**src/rtl/cfg_lut6_2_loader_pkg.sv**
```systemverilog
// rtl/cfg_lut6_2_loader_pkg.sv - shared sizes and FSM encoding for the reconfigurable LUT6_2
// Purpose: constants and state type shared by cfg_lut6_2_loader and lut6_2_lookup.
// Contents: CFG_BITS (truth-table width), CNT_W (shift counter width), state_t (IDLE/SHIFT).
package cfg_lut6_2_loader_pkg;

    localparam int CFG_BITS = 64;
    localparam int CNT_W    = 6;

    typedef enum logic {
        IDLE  = 1'b0,
        SHIFT = 1'b1
    } state_t;

endpackage

```
**src/rtl/lut6_2_lookup.sv**
```systemverilog
// rtl/lut6_2_lookup.sv - combinational O5/O6 mux over a 64-bit truth table
// Purpose: LUT6_2 read path, shared with the fixed-INIT LUT6_2 emulator.
// Ports:
//   cfg  in  64  truth table
//   addr in  6   lookup address, addr[5] is the MSB
//   o6   out 1   cfg[addr]
//   o5   out 1   cfg[addr[4:0]] (addr[5] ignored)
module lut6_2_lookup
    import cfg_lut6_2_loader_pkg::*;
(
    input  logic [CFG_BITS-1:0] cfg,
    input  logic [5:0]          addr,
    output logic                o6,
    output logic                o5
);

    assign o6 = cfg[addr];
    // O5 reads the lower half of the table only
    assign o5 = cfg[{1'b0, addr[4:0]}];

endmodule

```
**src/rtl/cfg_lut6_2_loader.sv**
```systemverilog
// rtl/cfg_lut6_2_loader.sv - LUT6_2 with run-time reloadable truth table
// Purpose: 64-bit truth-table register rewritten either by a parallel word that is
//          serialised one bit per clock, or by a CFGLUT5-style CE/CDI/CDO shift port.
// Ports:
//   CLK, RST          clock, synchronous active-high reset
//   LD_DATA/VALID     parallel truth table and its valid
//   LD_READY          word can be accepted (IDLE)
//   BUSY              parallel load being shifted in
//   CFG_DONE          one-cycle pulse after the 64th shift of a parallel load
//   CE, CDI, CDO      external serial port; CDO = cfg[63]
//   I0..I5            lookup address, I5 is the MSB
//   O6, O5            combinational lookups of the live cfg
module cfg_lut6_2_loader
    import cfg_lut6_2_loader_pkg::*;
#(
    parameter logic [63:0] INIT = 64'h0000_0000_0000_0000
) (
    input  logic        CLK,
    input  logic        RST,
    input  logic [63:0] LD_DATA,
    input  logic        LD_VALID,
    output logic        LD_READY,
    output logic        BUSY,
    output logic        CFG_DONE,
    input  logic        CE,
    input  logic        CDI,
    output logic        CDO,
    input  logic        I0,
    input  logic        I1,
    input  logic        I2,
    input  logic        I3,
    input  logic        I4,
    input  logic        I5,
    output logic        O6,
    output logic        O5
);

    state_t              state_q, state_d;
    logic [CFG_BITS-1:0] cfg_q, cfg_d;
    logic [CFG_BITS-1:0] hold_q, hold_d;
    logic [CNT_W-1:0]    cnt_q, cnt_d;
    logic                done_q, done_d;

    always_ff @(posedge CLK) begin
        if (RST) begin
            state_q <= IDLE;
            cfg_q   <= INIT;
            hold_q  <= '0;
            cnt_q   <= '0;
            done_q  <= 1'b0;
        end else begin
            state_q <= state_d;
            cfg_q   <= cfg_d;
            hold_q  <= hold_d;
            cnt_q   <= cnt_d;
            done_q  <= done_d;
        end
    end

    always_comb begin
        state_d  = state_q;
        cfg_d    = cfg_q;
        hold_d   = hold_q;
        cnt_d    = cnt_q;
        done_d   = 1'b0;
        LD_READY = 1'b0;
        BUSY     = 1'b0;
        case (state_q)
            IDLE: begin
                LD_READY = 1'b1;
                // A parallel load takes priority over the external shift port
                if (LD_VALID) begin
                    hold_d  = LD_DATA;
                    cnt_d   = CNT_W'(CFG_BITS - 1);
                    state_d = SHIFT;
                end else if (CE) begin
                    cfg_d = {cfg_q[CFG_BITS-2:0], CDI};
                end
            end
            SHIFT: begin
                BUSY   = 1'b1;
                cfg_d  = {cfg_q[CFG_BITS-2:0], hold_q[CFG_BITS-1]};
                hold_d = {hold_q[CFG_BITS-2:0], 1'b0};
                if (cnt_q == '0) begin
                    // 64th shift: leave cnt parked at zero instead of wrapping
                    state_d = IDLE;
                    done_d  = 1'b1;
                end else begin
                    cnt_d = cnt_q - CNT_W'(1);
                end
            end
            default: state_d = IDLE;
        endcase
    end

    assign CFG_DONE = done_q;
    assign CDO      = cfg_q[CFG_BITS-1];

    lut6_2_lookup u_lookup (
        .cfg  (cfg_q),
        .addr ({I5, I4, I3, I2, I1, I0}),
        .o6   (O6),
        .o5   (O5)
    );

endmodule

```
**config.mk**
```make
export PLATFORM = sky130hd
export DESIGN_NAME = cfg_lut6_2_loader
export DESIGN_NICKNAME = d
export VERILOG_FILES = /design/src/rtl/cfg_lut6_2_loader_pkg.sv /design/src/rtl/lut6_2_lookup.sv /design/src/rtl/cfg_lut6_2_loader.sv
export SDC_FILE = /design/constraint.sdc
export NUM_CORES = 1
export LEC_CHECK = 0
export ABC_AREA = 0
export CAP_MARGIN = 40
export CORE_MARGIN = 1.5
export CORE_UTILIZATION = 35
export CTS_CLUSTER_SIZE = 14
export DETAILED_ROUTE_END_ITERATION = 10
export PLACE_DENSITY_LB_ADDON = 0.3
export SYNTH_ARGS = -nofsm -noshare
export SYNTH_HDL_FRONTEND = slang
export SYNTH_HIERARCHICAL = 1
export SYNTH_SLANG_ARGS = --single-unit
export TNS_END_PERCENT = 20
```
**constraint.sdc**
```tcl
create_clock -name CLK -period 7.45 [get_ports CLK]
set_input_delay 2.235 -clock CLK [delete_from_list [all_inputs] [get_ports CLK]]
set_output_delay 2.235 -clock CLK [all_outputs]
set_load 0.02 [all_outputs]
```
-- Word level (Yosys, flattened, before mapping)
Index checks and enable logic that the tools add are counted.
W data, S select, Z words.
- register bits: 136
- output and inout port bits: 6
- word-level logic and storage cells: 35
- add/sub/neg operators: 1
- order comparisons: 2
- equal/unequal tests: 4
- mux-type cells: 18
- bitwise logic cells: 1
- reduce and logical (&&, ||, !) cells: 4
- operators by type and width (cell ; count):
    $pmux W64 S2 ; 2
    $mux W64 ; 3
    $mux W6 ; 2
    $pmux W6 S2 ; 1
    $ne A2 B2 Y1 const B ; 4
    $lt A5 B7 Y1 const B ; 1
    $lt A6 B7 Y1 const B ; 1
    $mux W1 ; 7
    $bmux W1 S6 ; 1
    $logic_not A6 Y1 ; 1
    $sub A6 B1 Y6 const B ; 1
    $bmux W1 S5 ; 1
    $reduce_and A2 Y1 ; 2
    $pmux W1 S2 ; 1
    $reduce_or A2 Y1 ; 1
    $not A1 Y1 ; 1

-- Logic depth before layout (Yosys ltp)
Gate-level depths: netlist of the first run.
- word-level depth: 3
- depth in mapped cells: 9

-- Hierarchy
Netlist of the first run, hierarchy kept.
- modules (own cells, without submodules) (module ; instances ; cells each ; area each (um2) ; seq. area each (um2)):
    cfg_lut6_2_loader ; 1 ; 688 ; 5930.7 ; 2722.6
    lut6_2_lookup ; 1 ; 57 ; 589.3 ; 0.0

-- Least setup slack after synthesis of the first run
OpenSTA, ideal clock, no wires.
- kind: in2out
- from: input I1
- to: output O6
- data arrival time: 3729 ps
- required time: 5215 ps
- path slack: 1486 ps
- stages on the path: 8
- buffers on the path: 3
- cell sequence: buf_6 buf_4 buf_4 mux2i_1 a22oi_1 a31oi_1 nand3_1 o21a_1
- word-level cells in the longest chain between the ends: 2
- ends and longest elaborated chain (element ; line ; source):
    start, declared ; cfg_lut6_2_loader.sv:29 ; input logic I1,
    $bmux W1 S6 ; lut6_2_lookup.sv:17 ; assign o6 = cfg[addr];
    $mux W1 (implied by the code) ; lut6_2_lookup.sv:17 ;
    end, declared ; cfg_lut6_2_loader.sv:34 ; output logic O6,
Every way passes these cells. The select of a mux whose other input is x is not followed.

-- Final worst setup path of the first run
Same ends and word-level chain as after synthesis.

==> results of run 1 <==
[power groups by stage]
stage          Combinational, mW  Sequential, mW  Clock (mW)
3_3_place_gp               0.226           0.801           0
4_1_cts                    0.232           0.785       0.925
2_1_floorplan              0.165           0.789           0
3_5_place_dp               0.231           0.801           0
5_1_grt                    0.253           0.791       0.955
6_report                   0.229           0.785       0.901
[logic make-up after synthesis]
family,synth area share
buffers and inverters,0.05085
and+or+nand+nor,0.1771
muxes,0.1719
DFF,0.4176
adders and majority gates,0.003837
AOI/OAI and AO/OA,0.1787
[area by class of cell]
class                   count  share of cell area
multi-input cells         534              0.4338
repair buffers             87              0.1081
inverters                   6            0.002969
well taps                 229             0.03579
clock inverters            12             0.02172
flip-flops and latches    136              0.3405
clock buffers              20             0.05704
[critical path, cell delays in order]
cell                              delay [ns]
sky130_fd_sc_hd__clkdlybuf4s50_1        0.63
sky130_fd_sc_hd__buf_4                  0.39
sky130_fd_sc_hd__mux4_1                 0.61
sky130_fd_sc_hd__mux2_2                 0.28
sky130_fd_sc_hd__a21oi_1                0.14
sky130_fd_sc_hd__nor2_1                 0.05
sky130_fd_sc_hd__o21a_1                 0.09
sky130_fd_sc_hd__clkdlybuf4s50_1        0.53
[state kept, by name, summed over array words and instances, names as in the netlist]
register	cells
cfg_q	64
hold_q	64
cnt_q	6
CFG_DONE	1
state_q	1
[final timing paths]
kind                                        startpoint                endpoint  slack [ns]  depth (start not counted)
worst max-delay path                                I1                      O6        0.24                          8
worst min-delay path            hold_q[1]$_SDFFE_PP0P_  hold_q[2]$_SDFFE_PP0P_        0.43                          2
worst max register to register      state_q$_SDFF_PP0_  cfg_q[10]$_SDFFE_PP0P_        4.94                          5
worst min register to register  hold_q[1]$_SDFFE_PP0P_  hold_q[2]$_SDFFE_PP0P_        0.43                          2
[cell usage in the layout, fill, tap and decap left out, types with 2 or more instances in the layout]
cell	synthesis	layout
sky130_fd_sc_hd__a211oi_1	2	2
sky130_fd_sc_hd__a21oi_1	132	132
sky130_fd_sc_hd__a22o_1	3	3
sky130_fd_sc_hd__a31oi_1	3	3
sky130_fd_sc_hd__buf_4	6	7
sky130_fd_sc_hd__bufinv_16	0	4
sky130_fd_sc_hd__clkbuf_16	0	17
sky130_fd_sc_hd__clkbuf_8	0	2
sky130_fd_sc_hd__clkdlybuf4s50_1	0	78
sky130_fd_sc_hd__clkinv_2	0	5
sky130_fd_sc_hd__clkinv_4	0	3
sky130_fd_sc_hd__dfxtp_1	136	135
sky130_fd_sc_hd__ha_1	2	2
sky130_fd_sc_hd__inv_1	5	5
sky130_fd_sc_hd__mux2_2	64	64
sky130_fd_sc_hd__mux2i_1	19	19
sky130_fd_sc_hd__mux4_1	2	2
sky130_fd_sc_hd__mux4_2	7	7
sky130_fd_sc_hd__nand2_1	130	130
sky130_fd_sc_hd__nand2b_1	2	2
sky130_fd_sc_hd__nand3b_1	63	63
sky130_fd_sc_hd__nand4b_1	2	2
sky130_fd_sc_hd__nor2_1	5	5
sky130_fd_sc_hd__nor2b_1	4	3
sky130_fd_sc_hd__nor3_1	2	2
sky130_fd_sc_hd__o211ai_1	2	2
sky130_fd_sc_hd__o21ai_0	65	65
sky130_fd_sc_hd__or3_1	2	2
[per-stage QoR]
step | util | instance area, um^2 | power (mW) | cells
finish | 0.4427 | 8006 | 1.914 | 1024
global route | 0.4427 | 8006 | 1.998 | 1024
CTS | 0.4427 | 8006 | 1.942 | 1024
detailed placement | 0.4078 | 7376 | 1.032 | 992
global placement | 0.4063 | 7348 | 1.027 | 991
floorplan | - | 6520 | 0.9535 | 745
[metal layers]
metal  up-vias  share of wire
li1       2706              -
met1      2481           0.49
met2       101           0.45
met3         6          0.059
met4         0         0.0063
met5         -              0
==> impl_results.html, run 1 <==
<table>
<tr><th>Metric</th><th>Value</th></tr>
<tr><th colspan="2">Global route</th></tr>
<tr><td>Grt total ovfl</td><td>0</td></tr>
<tr><td>Global-route met2 utilization</td><td>0.2346</td></tr>
<tr><td>Met3 track demand over resource in global routing</td><td>0.05712</td></tr>
<tr><td>Number of antenna violations at the first check in global routing</td><td>0</td></tr>
<tr><td>Number of global-route vias before repair</td><td>5102</td></tr>
<tr><td>Pin count of the biggest net entering global routing</td><td>79</td></tr>
<tr><td>Met1 Usage GRT</td><td>0.2177</td></tr>
<tr><td>Wire length of the first global-routing pass</td><td>25.44 mm</td></tr>
<tr><td>Most Crowded Layer GR</td><td>met2</td></tr>
<tr><td>Global routing usage summed across all routing layers</td><td>0.1598</td></tr>
<tr><th colspan="2">Timing</th></tr>
<tr><td>Setup repair after global routing missed its margin</td><td>no</td></tr>
<tr><td>Final Hold Slack</td><td>0.4327 ns</td></tr>
<tr><td>Worst slew pin tran</td><td>0.8882 ns</td></tr>
<tr><td>Final period util</td><td>0.9676</td></tr>
<tr><td>Max Transition Viols Final</td><td>0</td></tr>
<tr><td>Worst-case setup margin in the final layout</td><td>0.2414 ns</td></tr>
<tr><td>Final setup TNS</td><td>0 ns</td></tr>
<tr><td>Total count of hold-check failures in the final report</td><td>0</td></tr>
<tr><td>Minimum period implied by the final worst setup slack</td><td>7.209 ns</td></tr>
<tr><td>Fin Clk Skew</td><td>0.02315 ns</td></tr>
<tr><td>Final count of negative-setup-slack endpoints</td><td>0</td></tr>
<tr><td>Max Clock Freq</td><td>0.1387 GHz</td></tr>
<tr><td>Slew headroom</td><td>0.4066</td></tr>
<tr><th colspan="2">Power and ir drop</th></tr>
<tr><td>Power density normalized to cell area</td><td>239.1 mW/mm^2</td></tr>
<tr><td>Sw frac</td><td>0.2429</td></tr>
<tr><td>Sequential group share of total power</td><td>0.410</td></tr>
<tr><td>Logic gate share of total power</td><td>0.119</td></tr>
<tr><td>Internal</td><td>1.449 mW</td></tr>
<tr><td>Worst IR drop on VDD</td><td>143.2 uV</td></tr>
<tr><td>Net switching power</td><td>465.0 uW</td></tr>
<tr><td>Leak pwr</td><td>2.801 nW</td></tr>
<tr><td>Clk network pwr share</td><td>0.470</td></tr>
<tr><th colspan="2">Worst setup path</th></tr>
<tr><td>Category of the most critical setup path</td><td>input pin to output port</td></tr>
<tr><td>Highest fanout seen on the critical path</td><td>20</td></tr>
<tr><td>Critical Path Start Type</td><td>input pin</td></tr>
<tr><td>Endpoint kind of the worst setup timing path</td><td>output port</td></tr>
<tr><td>Arr. time, crit path</td><td>4.97 ns</td></tr>
<tr><td>Worst endpoint required time</td><td>5.22 ns</td></tr>
<tr><th colspan="2">Yosys</th></tr>
<tr><td>Synthesized cell area</td><td>0.006520 mm^2</td></tr>
<tr><td>Proportion of netlist area held by the largest area contributor</td><td>0.4176</td></tr>
<tr><td>Synth Net Count</td><td>822</td></tr>
<tr><td>Number of distinct standard cells referenced by the synthesized netlist</td><td>50</td></tr>
<tr><td>Top cell type by total area after synthesis</td><td>sky130_fd_sc_hd__dfxtp_1</td></tr>
<tr><td>Mean Syn Cell Area</td><td>8.752 um^2</td></tr>
<tr><td>Proportion of synthesized chip area in sequential cells</td><td>0.4176</td></tr>
<tr><td>Cell count after synthesis</td><td>745</td></tr>
<tr><td>Number of flops mapped to enable cells by yosys</td><td>0</td></tr>
<tr><td>Area contributors post-synth</td><td>sky130_fd_sc_hd__dfxtp_1 (42%), sky130_fd_sc_hd__mux2_2 (11%), sky130_fd_sc_hd__a21oi_1 (10%)</td></tr>
<tr><td>Most common cell in the netlist</td><td>sky130_fd_sc_hd__dfxtp_1</td></tr>
<tr><td>Most used DFF post-synth</td><td>sky130_fd_sc_hd__dfxtp_1</td></tr>
<tr><td>Synth cell count leaders</td><td>sky130_fd_sc_hd__dfxtp_1 (136), sky130_fd_sc_hd__a21oi_1 (132), sky130_fd_sc_hd__nand2_1 (130)</td></tr>
<tr><td>Seq cells post-synth</td><td>136</td></tr>
<tr><td>Async SR Flop Fraction</td><td>0</td></tr>
<tr><td>Yosys synthesis warning count</td><td>6</td></tr>
<tr><th colspan="2">Drt</th></tr>
<tr><td>DR iter-0 viols</td><td>324</td></tr>
<tr><td>Antenna-violating nets left</td><td>0</td></tr>
<tr><td>Via count</td><td>5294</td></tr>
<tr><td>Average wire per cell in the routed design</td><td>14.77 um</td></tr>
<tr><td>Number of iterations in the first detailed-routing pass</td><td>8</td></tr>
<tr><td>Via density</td><td>5.170</td></tr>
<tr><td>Drc violations</td><td>4</td></tr>
<tr><td>Final routed wirelength across all metal layers</td><td>15.12 mm</td></tr>
<tr><th colspan="2">Clocking</th></tr>
<tr><td>Clock transition at path regs</td><td>0.06 ns</td></tr>
<tr><td>Skew-Pair Late Insertion Delay</td><td>0.43 ns</td></tr>
<tr><td>Post-CTS setup buffer count</td><td>0</td></tr>
<tr><td>Clock tree sinks</td><td>136</td></tr>
<tr><td>Post-cts resize count</td><td>0</td></tr>
<tr><td>Maximum level of the CTS H-tree</td><td>4</td></tr>
<tr><td>Clock buffer count from CTS</td><td>17</td></tr>
<tr><td>Cell chosen for the clock root</td><td>sky130_fd_sc_hd__clkbuf_16</td></tr>
<tr><td>Number of buffers added to fix hold violations after cts</td><td>0</td></tr>
<tr><td>CTS tree</td><td>yes</td></tr>
<tr><td>Number of buffers on the longest clock path</td><td>2</td></tr>
<tr><th colspan="2">Final layout</th></tr>
<tr><td>Number of nets in the finished design</td><td>859</td></tr>
<tr><td>Share of cells above drive strength 1</td><td>0.1522</td></tr>
<tr><td>Antenna diodes</td><td>0</td></tr>
<tr><td>Multi-input logic area</td><td>0.003473 mm^2</td></tr>
<tr><td>Storage element area</td><td>0.002726 mm^2</td></tr>
<tr><td>Layout overhead on the synthesized area</td><td>22.80%</td></tr>
<tr><td>Number of filler instances in the final layout</td><td>1783</td></tr>
<tr><th colspan="2">Placement</th></tr>
<tr><td>Half-perimeter wire length after detailed placement</td><td>8.807 mm</td></tr>
<tr><td>Count of port buffers added during placement</td><td>80</td></tr>
<tr><td>Pre-CTS setup slack</td><td>0.2432 ns</td></tr>
<tr><td>Final RePlAce weighted congestion</td><td>0.7669</td></tr>
<tr><th colspan="2">Die</th></tr>
<tr><td>Core Box Area</td><td>0.01809 mm^2</td></tr>
<tr><td>Die height</td><td>139.5 um</td></tr>
<tr><td>Die width</td><td>139.5 um</td></tr>
<tr><td>Number of cell rows</td><td>49</td></tr>
<tr><td>Initial cell density of the core</td><td>0.3605</td></tr>
<tr><td>IO Pins</td><td>81</td></tr>
<tr><td>Die Area</td><td>0.01946 mm^2</td></tr>
<tr><th colspan="2">Job</th></tr>
<tr><td>Max-cap violations</td><td>0</td></tr>
<tr><th colspan="2">Worst hold path</th></tr>
<tr><td>Hold Path Class</td><td>flip-flop to flip-flop</td></tr>
<tr><th colspan="2">Run status</th></tr>
<tr><td>Run status</td><td>finished, violations left</td></tr>
<tr><td>Failing checks</td><td>design-rule violations</td></tr>
</table>
No activity file was read; power rests on OpenSTA's default activity.
==> run 2: changes to the inputs <==
CORE_MARGIN = 4   (was 1.5)
SETUP_SLACK_MARGIN = 0.15   (was unset)
==> run 2 against run 1 <==
The flow now finishes without violations; clock-buffer cell count grew 1; critical path type unchanged; maximum frequency grew 2.1%; setup slack gained 0.15 ns; final cell count grew 0.29%; register-to-register slack gained 0.13 ns; non-clock buffer count grew 3; via count grew 0.60%; utilization is essentially flat.
==> impl_results.html, run 2 (synthesis gave the netlist of run 1 again) <==
<table>
<tr><th>Metric</th><th>Value</th></tr>
<tr><th colspan="2">Drt</th></tr>
<tr><td>Average wire per cell in the routed design</td><td>15.06 um</td></tr>
<tr><td>Via density</td><td>5.186</td></tr>
<tr><td>Number of iterations in the first detailed-routing pass</td><td>5</td></tr>
<tr><td>DR iter-0 viols</td><td>383</td></tr>
<tr><td>Via count</td><td>5326</td></tr>
<tr><td>Final routed wirelength across all metal layers</td><td>15.47 mm</td></tr>
<tr><td>Antenna-violating nets left</td><td>0</td></tr>
<tr><td>Drc violations</td><td>0</td></tr>
<tr><th colspan="2">Final layout</th></tr>
<tr><td>Number of filler instances in the final layout</td><td>1793</td></tr>
<tr><td>Antenna diodes</td><td>0</td></tr>
<tr><td>Storage element area</td><td>0.002726 mm^2</td></tr>
<tr><td>Layout overhead on the synthesized area</td><td>23.20%</td></tr>
<tr><td>Leading registers by flop count</td><td>cfg_q (64), hold_q (64), cnt_q (6)</td></tr>
<tr><td>Layout Cell Area excl Fill</td><td>0.008033 mm^2</td></tr>
<tr><td>Commonest non-fill, non-tap cell in the layout</td><td>sky130_fd_sc_hd__dfxtp_1</td></tr>
<tr><td>Number of nets in the finished design</td><td>862</td></tr>
<tr><td>Most used cells in the layout excluding fill and tap cells</td><td>sky130_fd_sc_hd__dfxtp_1 (135), sky130_fd_sc_hd__a21oi_1 (132), sky130_fd_sc_hd__nand2_1 (130), sky130_fd_sc_hd__clkdlybuf4s50_1 (78), sky130_fd_sc_hd__o21ai_0 (65)</td></tr>
<tr><td>Multi-input logic area</td><td>0.003473 mm^2</td></tr>
<tr><td>Share of cells above drive strength 1</td><td>0.1529</td></tr>
<tr><th colspan="2">Clocking</th></tr>
<tr><td>Clock tree sinks</td><td>136</td></tr>
<tr><td>CTS tree</td><td>yes</td></tr>
<tr><td>Skew-Pair Late Insertion Delay</td><td>0.41 ns</td></tr>
<tr><td>Clock transition at path regs</td><td>0.06 ns</td></tr>
<tr><td>Number of buffers on the longest clock path</td><td>2</td></tr>
<tr><td>Cell chosen for the clock root</td><td>sky130_fd_sc_hd__clkbuf_16</td></tr>
<tr><td>Maximum level of the CTS H-tree</td><td>4</td></tr>
<tr><td>Post-CTS setup buffer count</td><td>0</td></tr>
<tr><td>Clock buffer count from CTS</td><td>17</td></tr>
<tr><th colspan="2">Placement</th></tr>
<tr><td>Final RePlAce weighted congestion</td><td>0.7494</td></tr>
<tr><td>Half-perimeter wire length after detailed placement</td><td>9.668 mm</td></tr>
<tr><td>Count of port buffers added during placement</td><td>80</td></tr>
<tr><td>Instance area at placement</td><td>0.007451 mm^2</td></tr>
<tr><th colspan="2">Timing</th></tr>
<tr><td>Worst slew pin tran</td><td>0.6315 ns</td></tr>
<tr><td>Final count of negative-setup-slack endpoints</td><td>0</td></tr>
<tr><td>Fin Clk Skew</td><td>0.007500 ns</td></tr>
<tr><td>Slew headroom</td><td>0.5790</td></tr>
<tr><td>Max Clock Freq</td><td>0.1416 GHz</td></tr>
<tr><td>Minimum period implied by the final worst setup slack</td><td>7.063 ns</td></tr>
<tr><td>Final period util</td><td>0.9481</td></tr>
<tr><td>Total count of hold-check failures in the final report</td><td>0</td></tr>
<tr><td>Final setup TNS</td><td>0 ns</td></tr>
<tr><td>Setup repair after global routing missed its margin</td><td>no</td></tr>
<tr><td>Max Transition Viols Final</td><td>0</td></tr>
<tr><th colspan="2">Power and ir drop</th></tr>
<tr><td>Clk network pwr share</td><td>0.446</td></tr>
<tr><td>Sequential group share of total power</td><td>0.425</td></tr>
<tr><td>Internal</td><td>1.379 mW</td></tr>
<tr><td>Sw frac</td><td>0.2516</td></tr>
<tr><td>Leak pwr</td><td>2.798 nW</td></tr>
<tr><td>Worst IR drop on VDD</td><td>159.0 uV</td></tr>
<tr><td>Net switching power</td><td>463.7 uW</td></tr>
<tr><td>Logic gate share of total power</td><td>0.129</td></tr>
<tr><td>Power density normalized to cell area</td><td>229.4 mW/mm^2</td></tr>
<tr><th colspan="2">Worst hold path</th></tr>
<tr><td>Hold Path Class</td><td>flip-flop to flip-flop</td></tr>
<tr><th colspan="2">Worst setup path</th></tr>
<tr><td>Category of the most critical setup path</td><td>input pin to output port</td></tr>
<tr><td>Worst endpoint required time</td><td>5.22 ns</td></tr>
<tr><td>Library cell contributing the largest single delay on the critical path</td><td>sky130_fd_sc_hd__clkdlybuf4s50_1</td></tr>
<tr><td>Stage delay of the slowest cell on the critical path</td><td>0.65 ns</td></tr>
<tr><td>Critical Path Start Type</td><td>input pin</td></tr>
<tr><td>Top cell by count, worst path</td><td>sky130_fd_sc_hd__clkdlybuf4s50_1</td></tr>
<tr><td>Reg2reg setup slack</td><td>5.07 ns</td></tr>
<tr><td>Crit path max-delay family</td><td>buffers and inverters</td></tr>
<tr><td>Highest fanout seen on the critical path</td><td>20</td></tr>
<tr><td>Crit-path cells</td><td>clkdlybuf4s50_1, buf_8, mux4_1, mux2_2, a21oi_1, nor2_1, o21a_1, clkdlybuf4s50_1</td></tr>
<tr><td>CP bufs+invs</td><td>3</td></tr>
<tr><td>Arr. time, crit path</td><td>4.83 ns</td></tr>
<tr><td>Endpoint kind of the worst setup timing path</td><td>output port</td></tr>
<tr><th colspan="2">Die</th></tr>
<tr><td>Die height</td><td>144.5 um</td></tr>
<tr><td>Number of cell rows</td><td>49</td></tr>
<tr><td>Core Box Area</td><td>0.01815 mm^2</td></tr>
<tr><td>Die Area</td><td>0.02088 mm^2</td></tr>
<tr><td>Initial cell density of the core</td><td>0.3593</td></tr>
<tr><td>Die width</td><td>144.5 um</td></tr>
<tr><td>IO Pins</td><td>81</td></tr>
<tr><th colspan="2">Global route</th></tr>
<tr><td>Global routing usage summed across all routing layers</td><td>0.1531</td></tr>
<tr><td>Grt total ovfl</td><td>0</td></tr>
<tr><td>Number of global-route vias before repair</td><td>5112</td></tr>
<tr><td>Pin count of the biggest net entering global routing</td><td>89</td></tr>
<tr><td>Wire length of the first global-routing pass</td><td>25.85 mm</td></tr>
<tr><td>Number of antenna violations at the first check in global routing</td><td>0</td></tr>
<tr><th colspan="2">Run status</th></tr>
<tr><td>Run status</td><td>completed</td></tr>
<tr><th colspan="2">Job</th></tr>
<tr><td>Max-cap violations</td><td>0</td></tr>
</table>
run 2: changes by cell type in the layout (fill, tap and decap cells not counted), sizes merged:
| cell | before | now |
|---|---|---|
| bufinv | 4 | 2 |
| clkbuf | 20 | 21 |
| buf | 9 | 12 |
| clkinvlp | 1 | 4 |
| clkinv | 8 | 5 |
| inv | 5 | 6 |
run 2: per-layer routing:
metal	wire, um	GRT usage	vias up
li1	-	-	2723
met1	7516	0.2127	2498
met2	6901	0.2273	94
met3	935	0.05688	11
met4	115	0.03486	0
met5	0	0	-
run 2: cell type report:
| type | count | share of cell area |
|---|---|---|
| Multi-Input combinational cell | 534 | 0.4324 |
| Sequential cell | 136 | 0.3394 |
| Timing Repair Buffer | 90 | 0.1181 |
| Clock buffer | 21 | 0.05607 |
| Tap cell | 229 | 0.03567 |
| Clock inverter | 11 | 0.01542 |
| Inverter | 6 | 0.002960 |
run 2: through the flow:
stage / worst slack (ns) / utilization / std cells / hold slack [ns] / power [mW]
after CTS: 0.2534 / 0.4422 / 1027 / 0.4501 / 1.869
after floorplan: 1.486 / - / 745 / 0.4294 / 0.9535
after global routing: 0.1801 / 0.4426 / 1027 / 0.4625 / 1.933
final: 0.3865 / 0.4426 / 1027 / 0.4455 / 1.843
after detailed placement: 0.2686 / 0.4106 / 995 / 0.4425 / 1.038
after global placement: 0.2762 / 0.4049 / 991 / 0.4365 / 1.029
run 2: final timing paths:
kind | from | end | cells after the start
min reg2reg | hold_q[37]$_SDFFE_PP0P_ | hold_q[38]$_SDFFE_PP0P_ | 2
min | hold_q[37]$_SDFFE_PP0P_ | hold_q[38]$_SDFFE_PP0P_ | 2
max reg2reg | state_q$_SDFF_PP0_ | cfg_q[3]$_SDFFE_PP0P_ | 5
max | I1 | O6 | 8
run 2: power groups by stage:
stage	Sequential, mW	Clock (mW)	Combinational [mW]
2_1_floorplan	0.789	0	0.165
3_3_place_gp	0.799	0	0.230
3_5_place_dp	0.799	0	0.239
4_1_cts	0.783	0.846	0.239
5_1_grt	0.789	0.880	0.265
6_report	0.783	0.821	0.238
run 2: repair_timing:
item | 4_1_cts | 5_1_grt
hold buffers | 0 | 0
gates resized for setup | 0 | 2
setup endpoints to repair | 0 | 1
hold endpoints to repair | 0 | 0
run 2: worst register-to-register path, cell delays in order, from the launching register on:
cell	delay (ns)
sky130_fd_sc_hd__dfxtp_4	0.66
sky130_fd_sc_hd__clkinv_2	0.64
sky130_fd_sc_hd__buf_4	0.48
sky130_fd_sc_hd__buf_16	0.26
sky130_fd_sc_hd__nand3b_1	0.14
sky130_fd_sc_hd__a21oi_1	0.07
==> run 3: changes to the inputs <==
CAP_MARGIN = 15   (was 40)
==> run 3 against run 2 <==
Global-route usage down 0.090 points; highest routed layer unchanged; maximum frequency down 0.60%; clock power rose by 1%; clock-buffer cell count rose by 2; critical endpoint unchanged; setup slack lost 0.043 ns; worst hold slack gained 0.00090 ns; clock skew about the same; sequential cell count stayed put; cell area is 1.2% lower; largest cell class unchanged; wire length decreased by 0.82%.
==> impl_results.html, run 3 (synthesis gave the netlist of run 1 again) <==
<table>
<tr><th>Metric</th><th>Value</th></tr>
<tr><th colspan="2">Die</th></tr>
<tr><td>Die height</td><td>144.5 um</td></tr>
<tr><td>IO Pins</td><td>81</td></tr>
<tr><td>Initial cell density of the core</td><td>0.3593</td></tr>
<tr><td>Core Box Area</td><td>0.01815 mm^2</td></tr>
<tr><td>Number of cell rows</td><td>49</td></tr>
<tr><td>Die width</td><td>144.5 um</td></tr>
<tr><td>Die Area</td><td>0.02088 mm^2</td></tr>
<tr><th colspan="2">Drt</th></tr>
<tr><td>Antenna-violating nets left</td><td>0</td></tr>
<tr><td>Met2 WL</td><td>6.972 mm</td></tr>
<tr><td>Met1 Routed Length</td><td>7.420 mm</td></tr>
<tr><td>Via count</td><td>5317</td></tr>
<tr><td>Drc violations</td><td>0</td></tr>
<tr><td>DR iter-0 viols</td><td>397</td></tr>
<tr><td>Detailed-routed wire length on met3</td><td>845 um</td></tr>
<tr><td>Average wire per cell in the routed design</td><td>15.03 um</td></tr>
<tr><td>Via density</td><td>5.208</td></tr>
<tr><td>Topmost layer with routed signal wires</td><td>met4</td></tr>
<tr><td>Final routed wirelength across all metal layers</td><td>15.34 mm</td></tr>
<tr><td>Number of iterations in the first detailed-routing pass</td><td>5</td></tr>
<tr><th colspan="2">Global route</th></tr>
<tr><td>Wire length of the first global-routing pass</td><td>25.77 mm</td></tr>
<tr><td>Number of global-route vias before repair</td><td>5072</td></tr>
<tr><td>Global routing usage summed across all routing layers</td><td>0.1522</td></tr>
<tr><td>Grt total ovfl</td><td>0</td></tr>
<tr><td>Number of antenna violations at the first check in global routing</td><td>0</td></tr>
<tr><td>Pin count of the biggest net entering global routing</td><td>103</td></tr>
<tr><th colspan="2">Power and ir drop</th></tr>
<tr><td>Power density normalized to cell area</td><td>232.4 mW/mm^2</td></tr>
<tr><td>Logic gate share of total power</td><td>0.124</td></tr>
<tr><td>Leak pwr</td><td>2.756 nW</td></tr>
<tr><td>Net switching power</td><td>447.7 uW</td></tr>
<tr><td>Sequential group share of total power</td><td>0.425</td></tr>
<tr><td>Internal</td><td>1.396 mW</td></tr>
<tr><td>Sw frac</td><td>0.2428</td></tr>
<tr><td>Clk network pwr share</td><td>0.452</td></tr>
<tr><td>Worst IR drop on VDD</td><td>157.5 uV</td></tr>
<tr><th colspan="2">Timing</th></tr>
<tr><td>Worst-case setup margin in the final layout</td><td>0.3436 ns</td></tr>
<tr><td>Max Clock Freq</td><td>0.1407 GHz</td></tr>
<tr><td>Slew headroom</td><td>0.2963</td></tr>
<tr><td>Worst slew pin tran</td><td>1.056 ns</td></tr>
<tr><td>Fin Clk Skew</td><td>0.007755 ns</td></tr>
<tr><td>Minimum period implied by the final worst setup slack</td><td>7.106 ns</td></tr>
<tr><td>Final setup TNS</td><td>0 ns</td></tr>
<tr><td>Setup repair after global routing missed its margin</td><td>no</td></tr>
<tr><td>Final count of negative-setup-slack endpoints</td><td>0</td></tr>
<tr><td>Max Transition Viols Final</td><td>0</td></tr>
<tr><td>Total count of hold-check failures in the final report</td><td>0</td></tr>
<tr><td>Final period util</td><td>0.9539</td></tr>
<tr><th colspan="2">Final layout</th></tr>
<tr><td>Layout overhead on the synthesized area</td><td>21.68%</td></tr>
<tr><td>Layout Cell Area excl Fill</td><td>0.007934 mm^2</td></tr>
<tr><td>Antenna diodes</td><td>0</td></tr>
<tr><td>Commonest non-fill, non-tap cell in the layout</td><td>sky130_fd_sc_hd__dfxtp_1</td></tr>
<tr><td>Most used cells in the layout excluding fill and tap cells</td><td>sky130_fd_sc_hd__dfxtp_1 (135), sky130_fd_sc_hd__a21oi_1 (132), sky130_fd_sc_hd__nand2_1 (130), sky130_fd_sc_hd__clkdlybuf4s50_1 (78), sky130_fd_sc_hd__o21ai_0 (65)</td></tr>
<tr><td>Number of nets in the finished design</td><td>858</td></tr>
<tr><td>Share of cells above drive strength 1</td><td>0.1465</td></tr>
<tr><td>Leading registers by flop count</td><td>cfg_q (64), hold_q (64), cnt_q (6)</td></tr>
<tr><th colspan="2">Clocking</th></tr>
<tr><td>Skew-Pair Late Insertion Delay</td><td>0.41 ns</td></tr>
<tr><td>Cell chosen for the clock root</td><td>sky130_fd_sc_hd__clkbuf_16</td></tr>
<tr><td>CTS tree</td><td>yes</td></tr>
<tr><td>Post-CTS setup buffer count</td><td>0</td></tr>
<tr><td>Number of buffers added to fix hold violations after cts</td><td>0</td></tr>
<tr><td>Number of buffers on the longest clock path</td><td>2</td></tr>
<tr><td>Post-cts resize count</td><td>0</td></tr>
<tr><td>Maximum level of the CTS H-tree</td><td>4</td></tr>
<tr><td>Clock transition at path regs</td><td>0.06 ns</td></tr>
<tr><td>Clock tree sinks</td><td>136</td></tr>
<tr><td>Clock buffer count from CTS</td><td>17</td></tr>
<tr><th colspan="2">Placement</th></tr>
<tr><td>Pre-CTS setup slack</td><td>0.2694 ns</td></tr>
<tr><td>Final RePlAce weighted congestion</td><td>0.7494</td></tr>
<tr><td>Half-perimeter wire length after detailed placement</td><td>9.202 mm</td></tr>
<tr><td>Count of port buffers added during placement</td><td>80</td></tr>
<tr><td>Instance area at placement</td><td>0.007348 mm^2</td></tr>
<tr><th colspan="2">Job</th></tr>
<tr><td>Max-cap violations</td><td>0</td></tr>
<tr><th colspan="2">Worst setup path</th></tr>
<tr><td>Top cell by count, worst path</td><td>sky130_fd_sc_hd__clkdlybuf4s50_1</td></tr>
<tr><td>Highest fanout seen on the critical path</td><td>20</td></tr>
<tr><td>Stage delay of the slowest cell on the critical path</td><td>0.64 ns</td></tr>
<tr><td>Endpoint kind of the worst setup timing path</td><td>output port</td></tr>
<tr><td>Critical Path Start Type</td><td>input pin</td></tr>
<tr><td>Library cell contributing the largest single delay on the critical path</td><td>sky130_fd_sc_hd__clkdlybuf4s50_1</td></tr>
<tr><td>Crit-path cells</td><td>clkdlybuf4s50_1, buf_6, mux4_1, mux2_2, a21oi_1, nor2_1, o21a_1, clkdlybuf4s50_1</td></tr>
<tr><td>Category of the most critical setup path</td><td>input pin to output port</td></tr>
<tr><td>Worst endpoint required time</td><td>5.22 ns</td></tr>
<tr><td>Arr. time, crit path</td><td>4.87 ns</td></tr>
<tr><th colspan="2">Worst hold path</th></tr>
<tr><td>Hold Path Class</td><td>flip-flop to flip-flop</td></tr>
<tr><th colspan="2">Run status</th></tr>
<tr><td>Run status</td><td>completed</td></tr>
</table>
run 3: changes by cell type in the layout (fill, tap and decap cells not counted), sizes merged:
| cell | delta |
|---|---|
| clkinv | -2 |
| buf | -4 |
| clkbuf | +2 |
| inv | -1 |
| clkinvlp | -1 |
run 3: worst max-delay path: cells and delay by family:
kind | cells | cell delay [ns]
multiplexers | 2 | 0.88
buffers and inverters | 3 | 1.47
AND/OR/NAND/NOR | 1 | 0.05
AO/OA/AOI/OAI | 2 | 0.23
run 3: cell type report:
type / instances / area (um^2)
inverter: 6 / 23.77
tap: 229 / 286.5
sequential: 136 / 2726
fill: 1805 / 10210
timing repair buffer: 86 / 842.1
clock inverter: 7 / 92.59
clock buffer: 23 / 489.2
multi-input combinational: 534 / 3473
run 3: power groups by stage:
stage	Clock, mW	Combinational (mW)	Sequential (mW)
final	0.833	0.228	0.783
after global routing	0.890	0.255	0.788
after CTS	0.857	0.230	0.784
after detailed placement	0	0.230	0.799
after global placement	0	0.230	0.799
after floorplan	0	0.165	0.789
run 3: stage by stage:
| stage | hold slack [ns] | utilization | power, mW | instances |
|---|---|---|---|---|
| detailed placement | 0.4413 | 0.4049 | 1.029 | 991 |
| finish | 0.4464 | 0.4372 | 1.844 | 1021 |
| global placement | 0.4365 | 0.4049 | 1.029 | 991 |
| floorplan | 0.4294 | - | 0.9535 | 745 |
| CTS | 0.4504 | 0.4370 | 1.871 | 1021 |
| global route | 0.4689 | 0.4372 | 1.933 | 1021 |
run 3: final timing paths:
kind | from | endpoint | slack [ns] | cells after the start
worst max-delay path | I1 | O6 | 0.34 | 8
worst min-delay path | hold_q[38]$_SDFFE_PP0P_ | hold_q[39]$_SDFFE_PP0P_ | 0.45 | 2
worst min register to register | hold_q[38]$_SDFFE_PP0P_ | hold_q[39]$_SDFFE_PP0P_ | 0.45 | 2
worst max register to register | state_q$_SDFF_PP0_ | cfg_q[57]$_SDFFE_PP0P_ | 5.03 | 4
run 3: routing by layer:
layer  up-vias  global-route usage
li1       2711                   -
met1      2503              0.2134
met2        96              0.2253
met3         7             0.05159
met4         0             0.03829
met5         -                   0
